**src/rtl/serial_add_seq.sv**
```systemverilog
// Bit-serial adder: one shared full_adder cell stepped LSB-first, one bit per clock,
// with the carry held in a flop between bits and a start/done handshake.

module full_adder (
   input  logic a,
   input  logic b,
   input  logic cin,
   output logic s,
   output logic cout
);
   assign s    = a ^ b ^ cin;
   assign cout = (a & b) | (cin & (a ^ b));
endmodule

module serial_add_seq #(
   parameter int WIDTH = 8
) (
   input  logic             clk,
   input  logic             rst_n,
   input  logic             start,
   input  logic [WIDTH-1:0] A,
   input  logic [WIDTH-1:0] B,
   input  logic             Cin,
   output logic             busy,
   output logic             done,
   output logic [WIDTH-1:0] S,
   output logic             Cout,
   output logic             V
);
   localparam int CW = $clog2(WIDTH) + 1;

   typedef enum logic [1:0] {IDLE, RUN, DONE} state_t;

   state_t           state, state_nxt;
   logic [WIDTH-1:0] a_sh, b_sh;
   logic [WIDTH-1:0] sum_full;
   logic [CW-1:0]    cnt;
   logic             carry;
   logic             fa_s, fa_c;
   logic             last_bit;

   full_adder u_fa (
      .a    (a_sh[0]),
      .b    (b_sh[0]),
      .cin  (carry),
      .s    (fa_s),
      .cout (fa_c)
   );

   assign last_bit = (cnt == CW'(WIDTH - 1));

   // The result register only needs the WIDTH-1 bits already produced; the final
   // bit comes straight from the adder on the completing edge.
   generate
      if (WIDTH == 1) begin : g_w1
         assign sum_full = fa_s;
      end else begin : g_wn
         logic [WIDTH-2:0] r_sh;

         always_ff @(posedge clk or negedge rst_n) begin
            if (!rst_n)
               r_sh <= '0;
            else if (state == RUN)
               r_sh <= sum_full[WIDTH-1:1];
         end

         assign sum_full = {fa_s, r_sh};
      end
   endgenerate

   always_ff @(posedge clk or negedge rst_n) begin
      if (!rst_n)
         state <= IDLE;
      else
         state <= state_nxt;
   end

   always_comb begin
      state_nxt = state;
      busy      = 1'b0;
      done      = 1'b0;
      case (state)
         IDLE: if (start) state_nxt = RUN;
         RUN: begin
            busy = 1'b1;
            if (last_bit) state_nxt = DONE;
         end
         DONE: begin
            done      = 1'b1;
            state_nxt = IDLE;
         end
         default: state_nxt = IDLE;
      endcase
   end

   // Operand shifting, carry chaining and the result load on the last bit.
   always_ff @(posedge clk or negedge rst_n) begin
      if (!rst_n) begin
         a_sh  <= '0;
         b_sh  <= '0;
         carry <= 1'b0;
         cnt   <= '0;
         S     <= '0;
         Cout  <= 1'b0;
         V     <= 1'b0;
      end else begin
         case (state)
            IDLE: begin
               if (start) begin
                  a_sh  <= A;
                  b_sh  <= B;
                  carry <= Cin;
                  cnt   <= '0;
               end
            end
            RUN: begin
               a_sh  <= a_sh >> 1;
               b_sh  <= b_sh >> 1;
               carry <= fa_c;
               cnt   <= cnt + CW'(1);
               if (last_bit) begin
                  S    <= sum_full;
                  Cout <= fa_c;
                  V    <= carry ^ fa_c;
               end
            end
            default: ;
         endcase
      end
   end

endmodule
```
**config.mk**
```make
export PLATFORM = sky130hd
export DESIGN_NAME = serial_add_seq
export DESIGN_NICKNAME = d
export VERILOG_FILES = /design/src/rtl/serial_add_seq.sv
export SDC_FILE = /design/constraint.sdc
export NUM_CORES = 1
export LEC_CHECK = 0
export ABC_AREA = 1
export CAP_MARGIN = 20
export CORE_UTILIZATION = 55
export CTS_CLUSTER_DIAMETER = 50
export DETAILED_ROUTE_END_ITERATION = 16
export PLACE_DENSITY = 0.91
export SYNTH_ARGS = -nofsm -noshare
export SYNTH_HDL_FRONTEND = slang
export SYNTH_HIERARCHICAL = 1
export SYNTH_SLANG_ARGS = --single-unit
```
**constraint.sdc**
```tcl
create_clock -name clk -period 2.49 [get_ports clk]
set_clock_uncertainty 0.1 [all_clocks]
set_input_delay 0.3735 -clock clk [delete_from_list [all_inputs] [get_ports clk]]
set_output_delay 0.3735 -clock clk [all_outputs]
set_load 0.02 [all_outputs]
```
After elaboration in Yosys (flattened, before gate mapping) --
Cells that the tools add are included.
Storage, ports and cells: register bits 40, latch bits 0, memory bits (writable) 0, memory bits (read-only) 0, output and inout bits 12, memories 0
Cells by class: $add $sub $neg 1, multiply operators 0, div/mod/pow operators 0, magnitude comparators 0, equal/unequal tests 5, shift operators 0, muxes and demuxes 13, bitwise operators 6, reductions and logical operators 5
Operators by type and width (number):
- $pmux 8 s2 | 2
- $mux 8 | 2
- $pmux 4 s2 | 1
- $reduce_and 2->1 | 3
- $add 4x1->4 const B | 1
- $eq 4x3->1 const B | 1
- $mux 2 | 2
- $mux 4 | 1
- $ne 2x2->1 const B | 2
- $pmux 2 s2 | 1
- $mux 1 | 3
- $xor 1x1->1 | 3
- $and 1x1->1 | 2
- $eq 2x1->1 const B | 1
- $eq 2x2->1 const B | 1
- $logic_not 2->1 | 1
- $pmux 1 s2 | 1
- $reduce_bool 2->1 | 1
- $or 1x1->1 | 1

Longest topological paths before layout --
word-level depth 4, gate-level depth with buffers 7, depth with buffers taken out 6

By module --
Netlist, hierarchy kept.
Modules (own cells, without submodules):
- serial_add_seq | instances 1, cells each 197, area an instance 1732.9 um^2, sequential area each 1001.0 um^2
- full_adder | instances 1, cells each 1, area an instance 20.0 um^2, sequential area each 0.0 um^2

Worst setup path before layout --
OpenSTA, ideal clock, no wires.
kind register to register, from register a_sh[0], to register V, arrival 1061 ps, required time 2273 ps, slack 1212 ps, stages on the path, launching flop included 6, clock period less this slack 1278 ps, cell sequence dfrtp_1 fa_1 nand2_1 nand2_1 nand3_1 nand2_1
Between the ends: longest elaborated chain between the ends 4
RTL lines:
- start, declared | RTL line 35 | logic [WIDTH-1:0] a_sh, b_sh;
- start signal, assigned | RTL line 117 | a_sh <= a_sh >> 1;
- $xor 1x1->1 | RTL line 12 | assign cout = (a & b) | (cin & (a ^ b));
- $and 1x1->1 | RTL line 12
- $or 1x1->1 * | RTL line 12
- named net fa_c | RTL line 39 | logic fa_s, fa_c;
- $xor 1x1->1 * | RTL line 124 | V <= carry ^ fa_c;
- end signal, assigned | RTL line 124
- end, declared | RTL line 28 | output logic V
The timed path passes the listed nets; every way through them passes the cells marked *. A chain may end at the register's enable or synchronous reset.

Final worst setup path --
from register state[0], to output port busy
Between the ends: longest elaborated chain between the ends 2
RTL lines:
- start, declared | RTL line 34 | state_t state, state_nxt;
- start signal, assigned | RTL line 75 | state <= state_nxt;
- $eq 2x1->1 | RTL line 82 | case (state)
- $mux 1 | RTL line 82
- end, declared | RTL line 24 | output logic busy,
No other way between the ends.

==> results_dict.tcl <==
set metrics [dict create \
    endpoint_kind "output port" \
    syn_inst 198 \
    slowest_stage "clkdlybuf4s50_1" \
    dp_hpwl_mm 2.13 \
    timing.rr.start "state[0]$_DFFE_PN0P_" \
    synth_fa_ha_area_share_pct 1.86 \
    finalWirelength_mm 3.17 \
    top_layer "met4" \
    port_buffers 31 \
    cts_root_buffer "clkbuf_4" \
    max_freq_mhz 497 \
    irDropWorstVdd_mv 0.722 \
    period_share_pct 80.8 \
    numCtsBuffers 5 \
    max_stage_delay_ns 0.59 \
    clockBufferDepth 2 \
    nFillCells 264 \
    synth_compound_gate_area_share_pct 2.71 \
    cp_num_buf_inv 2 \
    drc 0 \
    reg2regPathDepth 6 \
    drv_slew 0 \
    dp_cells 265 \
    relSlewSlack_pct 44.2 \
    setup_tns_ns 0 \
    wl_met2_mm 1.55 \
    areaGrowthSynthToFinish_pct 20.3 \
    yosys.area_share.simple_pct 31.5 \
    fin_area_mm2 0.00211 \
    synth_top_family_by_area "simple AND/OR/NAND/NOR gates" \
    max_slew.worst_pin.slew_ns 0.836 \
    cts_resized 0 \
    muxShareOfSynthArea_pct 0 \
    drive_above_1_share_pct 7.46 \
    worstSkewPairLatency_ns 0.35 \
    reg2reg_setup_slack_ns 0.97 \
    seq_area_mm2 0.00100 \
    cp_top_family "buffers and inverters" \
    fin_util_pct 69.6 \
    grt_max_degree 41 \
    die_area_mm2 0.00342 \
    finalCriticalPeriod_ns 2.01 \
    initial_core_util_pct 57.9 \
    holdWs_ns 0.0165 \
    cts-htree-levels 2 \
    nNetsFinal 250 \
    die_x_um 58.5 \
    finalPower_mw 2.38 \
    crit_arrival_ns 1.54 \
    cts_setup_buffers 0 \
    grt_pass1_wl_mm 5.61 \
    cellLeakagePower_nw 1.02 \
    cts_sinks 40 \
    hold_viol 0 \
    worstPathRequired_ns 2.02 \
    cts_tree "done" \
    gr-total-overflow 0 \
    via_per_inst 5.12 \
    synth_cell_type_count 19 \
    syn_nets 220 \
    synth_seq_cells 40 \
    synthXorXnorAreaFrac_pct 0.500 \
    routed-via-count 1392 \
    crit_chain "nand2_2 > inv_4 > clkdlybuf4s50_1" \
    crit_path_max_fanout 3 \
    drt_iter0_drc 39 \
    ys.warnings.count 6 \
    wl_met3_um 126 \
    grt_usage_pct 22.2 \
    grt_pass1_vias 1310 \
    wire_per_inst_um 11.7 \
    multi_input_area_um2 642 \
    io_pins 32 \
    seq_area_frac_synth_pct 57.1 \
    drtPass1Iterations 5 \
    placed_area_mm2 0.00206 \
    rsz0062_at_grt "no" \
    ant_nets 0 \
    setup_viol 0 \
    num_rows 20 \
    syn-cell-area_mm2 0.00175 \
    critPathKind "flop to output port" \
    rr_endpoint "V$_DFFE_PN0P_" \
    drt-met1-wl_mm 1.45 \
    ctsHoldBuffers 0 \
    powerDensity_mw_per_mm2 1130 \
    stdcell_count 272 \
    worst_setup_path_start_kind "flop" \
    max-cap-violations 0 \
    status "finished, final reports clean" \
    finalWorstSetupSlack_ns 0.477 \
    dp_slack_ns 0.577 \
    syn_area_per_cell_um2 8.85 \
    num_antenna_cells 0 \
    die_y_um 58.5 \
    core_area_mm2 0.00303 \
    gp_congestion 0.704 \
    hold_path.class "input pin to async pin" \
    antenna_found_initial 0 \
    path_clk_slew_ns 0.11 \
]
[cell type report]
cell class,instances,share of cell area [%]
Timing Repair Buffer,34,15.5
Clock buffer,6,1.96
Multi-Input combinational cell,138,30.4
Inverter,9,1.72
Tap cell,44,2.61
Clock inverter,1,0.237
Sequential cell,40,47.5
[registers in the layout, summed over array words and instances, names as in the netlist]
signal,count
Cout,1
carry,1
b_sh,8
a_sh,8
S,8
V,1
cnt,4
g_wn.r_sh,7
state,2
[cell usage in the layout (no fill, tap or decap), drive strengths merged]
master / synthesis / layout
nand2: 74 / 74
clkinv: 0 / 1
o21ai: 8 / 8
clkbuf: 0 / 6
clkdlybuf4s50: 0 / 30
inv: 9 / 9
o21bai: 1 / 1
dfrtp: 40 / 40
nand3: 48 / 48
ha: 1 / 1
fa: 1 / 1
nand4: 1 / 1
buf: 11 / 4
nor2: 3 / 3
xnor2: 1 / 1
[synth_stat cells, drive strengths merged]
library cell | n | area share (%)
o21ai | 8 | 2.3
ha | 1 | 0.71
nor2 | 3 | 1.2
nand3 | 48 | 14
inv | 9 | 2.1
nand4 | 1 | 0.36
o21bai | 1 | 0.43
nand2 | 74 | 16
dfrtp | 40 | 57
fa | 1 | 1.1
buf | 11 | 4.2
xnor2 | 1 | 0.50
[routing by layer]
metal  vias up  GRT usage [%]
met5         -              0
met4         0           9.18
met3         5           5.93
met2        38           37.8
met1       648           26.8
li1        701              -
[how the worst max path moves through the flow]
stage                               startpoint                  end  cells after the start
after floorplan            a_sh[0]$_DFFE_PN0P_        V$_DFFE_PN0P_                      5
after detailed placement                 start  b_sh[4]$_DFFE_PN0P_                      5
final                     state[0]$_DFFE_PN0P_                 busy                      3
after CTS                 state[0]$_DFFE_PN0P_                 busy                      3
after global placement                   start  a_sh[5]$_DFFE_PN0P_                      5
after global routing      state[0]$_DFFE_PN0P_                 busy                      3
[kinds of logic after synthesis]
kind of cell / after synthesis
AO/OA/AOI/OAI: 9
XOR/XNOR: 1
adder cells (fa/ha/maj): 2
buffers and inverters: 20
flip-flops: 40
AND/OR/NAND/NOR: 126
[where the power goes]
| part | switching (mW) | internal (mW) | total [mW] |
|---|---|---|---|
| combinational | 0.574 | 0.408 | 0.982 |
| sequential | 0.178 | 0.918 | 1.10 |
| clock | 0.197 | 0.104 | 0.302 |
Note: power is estimated with default switching activity, not from simulation.
